### src/rtl/elastic_pkg.sv
// Width helpers shared by the elastic buffering stages.
package elastic_pkg;

    // Ring pointer width; kept at least one bit so tiny rings still elaborate.
    function automatic int ptr_w(input int depth);
        return (depth > 1) ? $clog2(depth) : 1;
    endfunction

    function automatic int cnt_w(input int depth);
        return $clog2(depth + 1);
    endfunction

    function automatic int lvl_w(input int depth);
        return $clog2(depth + 2);
    endfunction

endpackage

### src/rtl/elastic_ring.sv
// DEPTH x DW circular storage with head/tail pointers and a separate occupancy count.
module elastic_ring
    import elastic_pkg::*;
#(
    parameter int DW    = 8,
    parameter int DEPTH = 4,
    localparam int AW   = ptr_w(DEPTH),
    localparam int CW   = cnt_w(DEPTH)
) (
    input  logic          i_clk,
    input  logic          i_reset,
    input  logic          i_push,
    input  logic [DW-1:0] i_data,
    input  logic          i_pop,
    output logic [DW-1:0] o_data,
    output logic          o_full,
    output logic          o_empty,
    output logic [CW-1:0] o_count
);

    logic [DW-1:0] mem_q [DEPTH];
    logic [AW-1:0] head_q, tail_q;
    logic [CW-1:0] count_q;

    always_ff @(posedge i_clk) begin
        if (i_reset) begin
            head_q  <= '0;
            tail_q  <= '0;
            count_q <= '0;
        end else begin
            if (i_push) begin
                mem_q[tail_q] <= i_data;
                tail_q        <= tail_q + 1'b1;
            end
            if (i_pop)
                head_q <= head_q + 1'b1;
            // Simultaneous push and pop leaves occupancy unchanged.
            case ({i_push, i_pop})
                2'b10:   count_q <= count_q + 1'b1;
                2'b01:   count_q <= count_q - 1'b1;
                default: count_q <= count_q;
            endcase
        end
    end

    assign o_data  = mem_q[head_q];
    assign o_full  = (count_q == CW'(DEPTH));
    assign o_empty = (count_q == '0);
    assign o_count = count_q;

endmodule

### src/rtl/elastic_buf.sv
// Elastic buffer: DEPTH-entry ring plus a registered output stage, all handshakes registered.
// ELASTIC_BUF_BYPASS_EN lets a beat arriving at an idle, empty buffer skip the ring.
module elastic_buf
    import elastic_pkg::*;
#(
    parameter int DW    = 8,
    parameter int DEPTH = 4,
    localparam int LW   = lvl_w(DEPTH),
    localparam int CW   = cnt_w(DEPTH)
) (
    input  logic          i_clk,
    input  logic          i_reset,
    input  logic          i_valid,
    output logic          o_ready,
    input  logic [DW-1:0] i_data,
    output logic          o_valid,
    input  logic          i_ready,
    output logic [DW-1:0] o_data,
    output logic [LW-1:0] o_level
);

    logic          o_valid_q, o_valid_d;
    logic [DW-1:0] o_data_q, o_data_d;
    logic [DW-1:0] ring_data;
    logic          ring_full, ring_empty;
    logic [CW-1:0] ring_count;
    logic          accept, advance, bypass, push, pop;

    // o_ready depends only on ring occupancy, never on i_ready.
    assign o_ready = !ring_full;
    assign accept  = i_valid & o_ready;
    assign advance = !o_valid_q | i_ready;
    assign pop     = advance & !ring_empty;

`ifdef ELASTIC_BUF_BYPASS_EN
    assign bypass  = advance & accept & ring_empty;
`else
    assign bypass  = 1'b0;
`endif

    assign push = accept & !bypass;

    elastic_ring #(
        .DW    (DW),
        .DEPTH (DEPTH)
    ) u_ring (
        .i_clk   (i_clk),
        .i_reset (i_reset),
        .i_push  (push),
        .i_data  (i_data),
        .i_pop   (pop),
        .o_data  (ring_data),
        .o_full  (ring_full),
        .o_empty (ring_empty),
        .o_count (ring_count)
    );

    always_comb begin
        o_valid_d = o_valid_q;
        o_data_d  = o_data_q;
        if (advance) begin
            if (!ring_empty) begin
                o_valid_d = 1'b1;
                o_data_d  = ring_data;
            end else if (bypass) begin
                o_valid_d = 1'b1;
                o_data_d  = i_data;
            end else begin
                o_valid_d = 1'b0;
                o_data_d  = '0;
            end
        end
    end

    always_ff @(posedge i_clk) begin
        if (i_reset) begin
            o_valid_q <= 1'b0;
            o_data_q  <= '0;
        end else begin
            o_valid_q <= o_valid_d;
            o_data_q  <= o_data_d;
        end
    end

    assign o_valid = o_valid_q;
    assign o_data  = o_data_q;
    assign o_level = LW'(ring_count) + LW'(o_valid_q);

endmodule

### config.mk
export PLATFORM = sky130hd
export DESIGN_NAME = elastic_buf
export DESIGN_NICKNAME = d
export VERILOG_FILES = /design/src/rtl/elastic_pkg.sv /design/src/rtl/elastic_ring.sv /design/src/rtl/elastic_buf.sv
export SDC_FILE = /design/constraint.sdc
export NUM_CORES = 1
export LEC_CHECK = 0
export ABC_AREA = 1
export BUFFER_PORTS_ARGS = -buffer_cell sky130_fd_sc_hd__buf_2
export CAP_MARGIN = 20
export CORE_MARGIN = 1
export CORE_UTILIZATION = 58
export CTS_CLUSTER_DIAMETER = 30
export DETAILED_ROUTE_END_ITERATION = 7
export PLACE_DENSITY_LB_ADDON = 0.25
export SLEW_MARGIN = 20
export SYNTH_ARGS = -nofsm -noshare
export SYNTH_HDL_FRONTEND = slang
export SYNTH_HIERARCHICAL = 1
export SYNTH_SLANG_ARGS = --single-unit
export TNS_END_PERCENT = 5
### constraint.sdc
create_clock -name i_clk -period 3.7 [get_ports i_clk]
set_clock_uncertainty 0.05 [all_clocks]
set_input_delay 0.185 -clock i_clk [delete_from_list [all_inputs] [get_ports i_clk]]
set_output_delay 0.185 -clock i_clk [all_outputs]
set_load 0.05 [all_outputs]
==> results.md <==
* Hold Path Class: input pin to flop
* P&R area growth vs syn at 13.7%
* Fin nets at between 200 and 300
* First-pass GRT wire length at 5400 µm
* Mapped Nets at around 220
* CTS Sinks at 50
* RSZ-0062 raised after global routing: no
* Max-Cap Viols at 0
* Max-slew violation count at 0
* Critical path class: flop to flop
* Die Y at 61.8 µm
* GPL Wtd Cong at 0.734
* Sequential share of the synthesized area at 63.8%
* Vias per cell at 4.93
* Ys Warns at 6
* Syn Inst Count at roughly 200
* Fin crit share at 59.1%
* Row cnt at 21
* PortBufs at 24
* P per Cell Area at 730 nW/µm²
* Initial antenna violation count at 0
* Worst-path clk slew at 120 ps
* CP endpoint kind: flop
* Total power at about 0.0017 W
* Outcome: complete, no violations
* Post-synth cell types at 21
* Most common cell after layout, fill and taps aside: nor2_1
* Crit start category: flop
* Fmax at between 400 and 500 MHz
* IO Pins at 25
* Crit path required time at 3930 ps
* Layout cells sized above 1 at ~17%
* Synth Area per Inst at 10.5 µm²
* CTS tree: done
* Peak VDD IR at 324 µV
* TNS Setup at 0 ps
* Remaining global-route overflow at 0
* FF+latch count, synth at 50
* DP HPWL at about 2400 µm
* Root buf cell: clkbuf_4
* Final setup viols at 0
* GRT Overall Usage at 20.8%
* Die area at 3810 µm²
* Vias in the first global route at about 1.3k
* Core Footprint at 3390 µm²
* Total number of vias at 1,384
* Pin count of the biggest net entering global routing at 18
* H-tree depth at 2
* Pre-antenna DRT Iters at 4
* CP Max Fanout at 5
* Wire per inst at roughly 13 µm
* Fin crit period at around 2200 ps
* Worst slew pin tran at ~780 ps
* Initial DRC count at 102
* Worst skew pair latency at ~340 ps
* Arr. time, crit path at 2420 ps
* Hold Fails Final Rpt at 0
* Post-CTS Setup Inserts at 0
* Maximum clock path buffer count at 2
* Leakage at a little over 1 nW
* Number of diodes at 0
* DRC Markers at 0
* Commonest cells after routing, fill and taps aside: 38 x nor2_1, 32 x edfxtp_1, 28 x nand2_1
* Die span in x at 61.8 µm
* Mapped cell area at 2070 µm²
* WL final at 3550 µm
* Cts bufs inserted at 5
* Max-slew headroom at a little under half
* Post-route ant nets at 0
* Initial Util at 61.1%
## synth_stat cells (all sizes together)
cell type	count	share of area, %
a21oi	7	1.7
buf	3	1.6
dfxtp	18	17
edfxtp	32	46
fa	1	0.97
ha	7	4.2
inv	23	4.2
nand2	31	6.5
nand3	1	0.24
nand4	1	0.30
nor2	40	7.5
nor3	2	0.48
o21ai	22	5.7
o22ai	8	2.4
xor2	1	0.42
## routing by layer
metal | global-route usage, % | share of wire (%) | up-vias
met3 | 6.83 | 3.4 | 4
met1 | 23.2 | 44 | 621
met2 | 37.6 | 52 | 29
met4 | 6.67 | 1.0 | 0
li1 | - | - | 730
met5 | 0 | 0 | -
## final cells by class
cell class / instances / area, µm²
Timing Repair Buffer: 33 / 210
Inverter: 23 / 86.3
Multi-Input combinational cell: 121 / 629
Clock inverter: 2 / 8.76
Sequential cell: 50 / 1320
Tap cell: 46 / 57.6
Fill cell: 253 / 1030
Clock buffer: 6 / 41.3
## through the flow
stage / utilization, % / cell area (µm²) / cells / setup WS (ps) / hold WS, ps
6_report: 69.5 / 2350 / 281 / 1510 / 185
5_1_grt: 69.5 / 2350 / 281 / 1430 / 187
4_1_cts: 69.5 / 2350 / 281 / 1600 / 170
3_5_place_dp: 65.3 / 2210 / 264 / 1620 / 332
3_3_place_gp: 65.3 / 2210 / 264 / 1830 / 322
2_1_floorplan: - / 2070 / 197 / 1620 / 204
## state kept, by name (all words and copies together) (netlist names), named ones only
register	cells
u_ring/mem_q	32
u_ring/head_q	2
u_ring/o_count	3
u_ring/tail_q	2
o_data	8
o_valid	1
## power breakdown
part	total, W	internal (W)	switching (W)
clock network	0.000218	0.0000710	0.000147
logic	0.000736	0.000205	0.000531
registers	0.000766	0.000687	0.0000796
## critical path, cell delays in order (launching register included)
cell	delay (ps)
dfxtp_1	410
inv_1	70
nor3_1	220
nor2_1	100
inv_1	130
ha_1	200
inv_1	80
fa_1	400
nand2_1	120
nand3_1	100
nand2_1	70
inv_1	50
nor2_1	130
## kinds of logic (layout without fill, tap and decap cells)
| logic type | after synthesis | after routing | share of synthesized area (%) |
|---|---|---|---|
| XOR/XNOR | 1 | 1 | 0.423 |
| AND/OR/NAND/NOR | 75 | 75 | 15.0 |
| buffers and inverters | 26 | 64 | 5.80 |
| flip-flops | 50 | 50 | 63.8 |
| AO/OA/AOI/OAI | 37 | 37 | 9.79 |
| adder cells (fa/ha/maj) | 8 | 8 | 5.20 |
## worst paths after layout
kind | startpoint | end | slack [ps] | cells past startpoint
max reg2reg | u_ring/o_count[2] | u_ring/o_count[2] | 1510 | 12
min | i_ready | o_valid | 190 | 4
max | u_ring/o_count[2] | u_ring/o_count[2] | 1510 | 12
min reg2reg | u_ring/head_q[1] | flop | 420 | 1
## what timing repair did
item                       CTS  global route
hold buffers                 9             0
setup endpoints to repair    0             0
gates resized for setup      0             0
hold endpoints to repair    33             0
No activity file was read; power rests on OpenSTA's default activity.
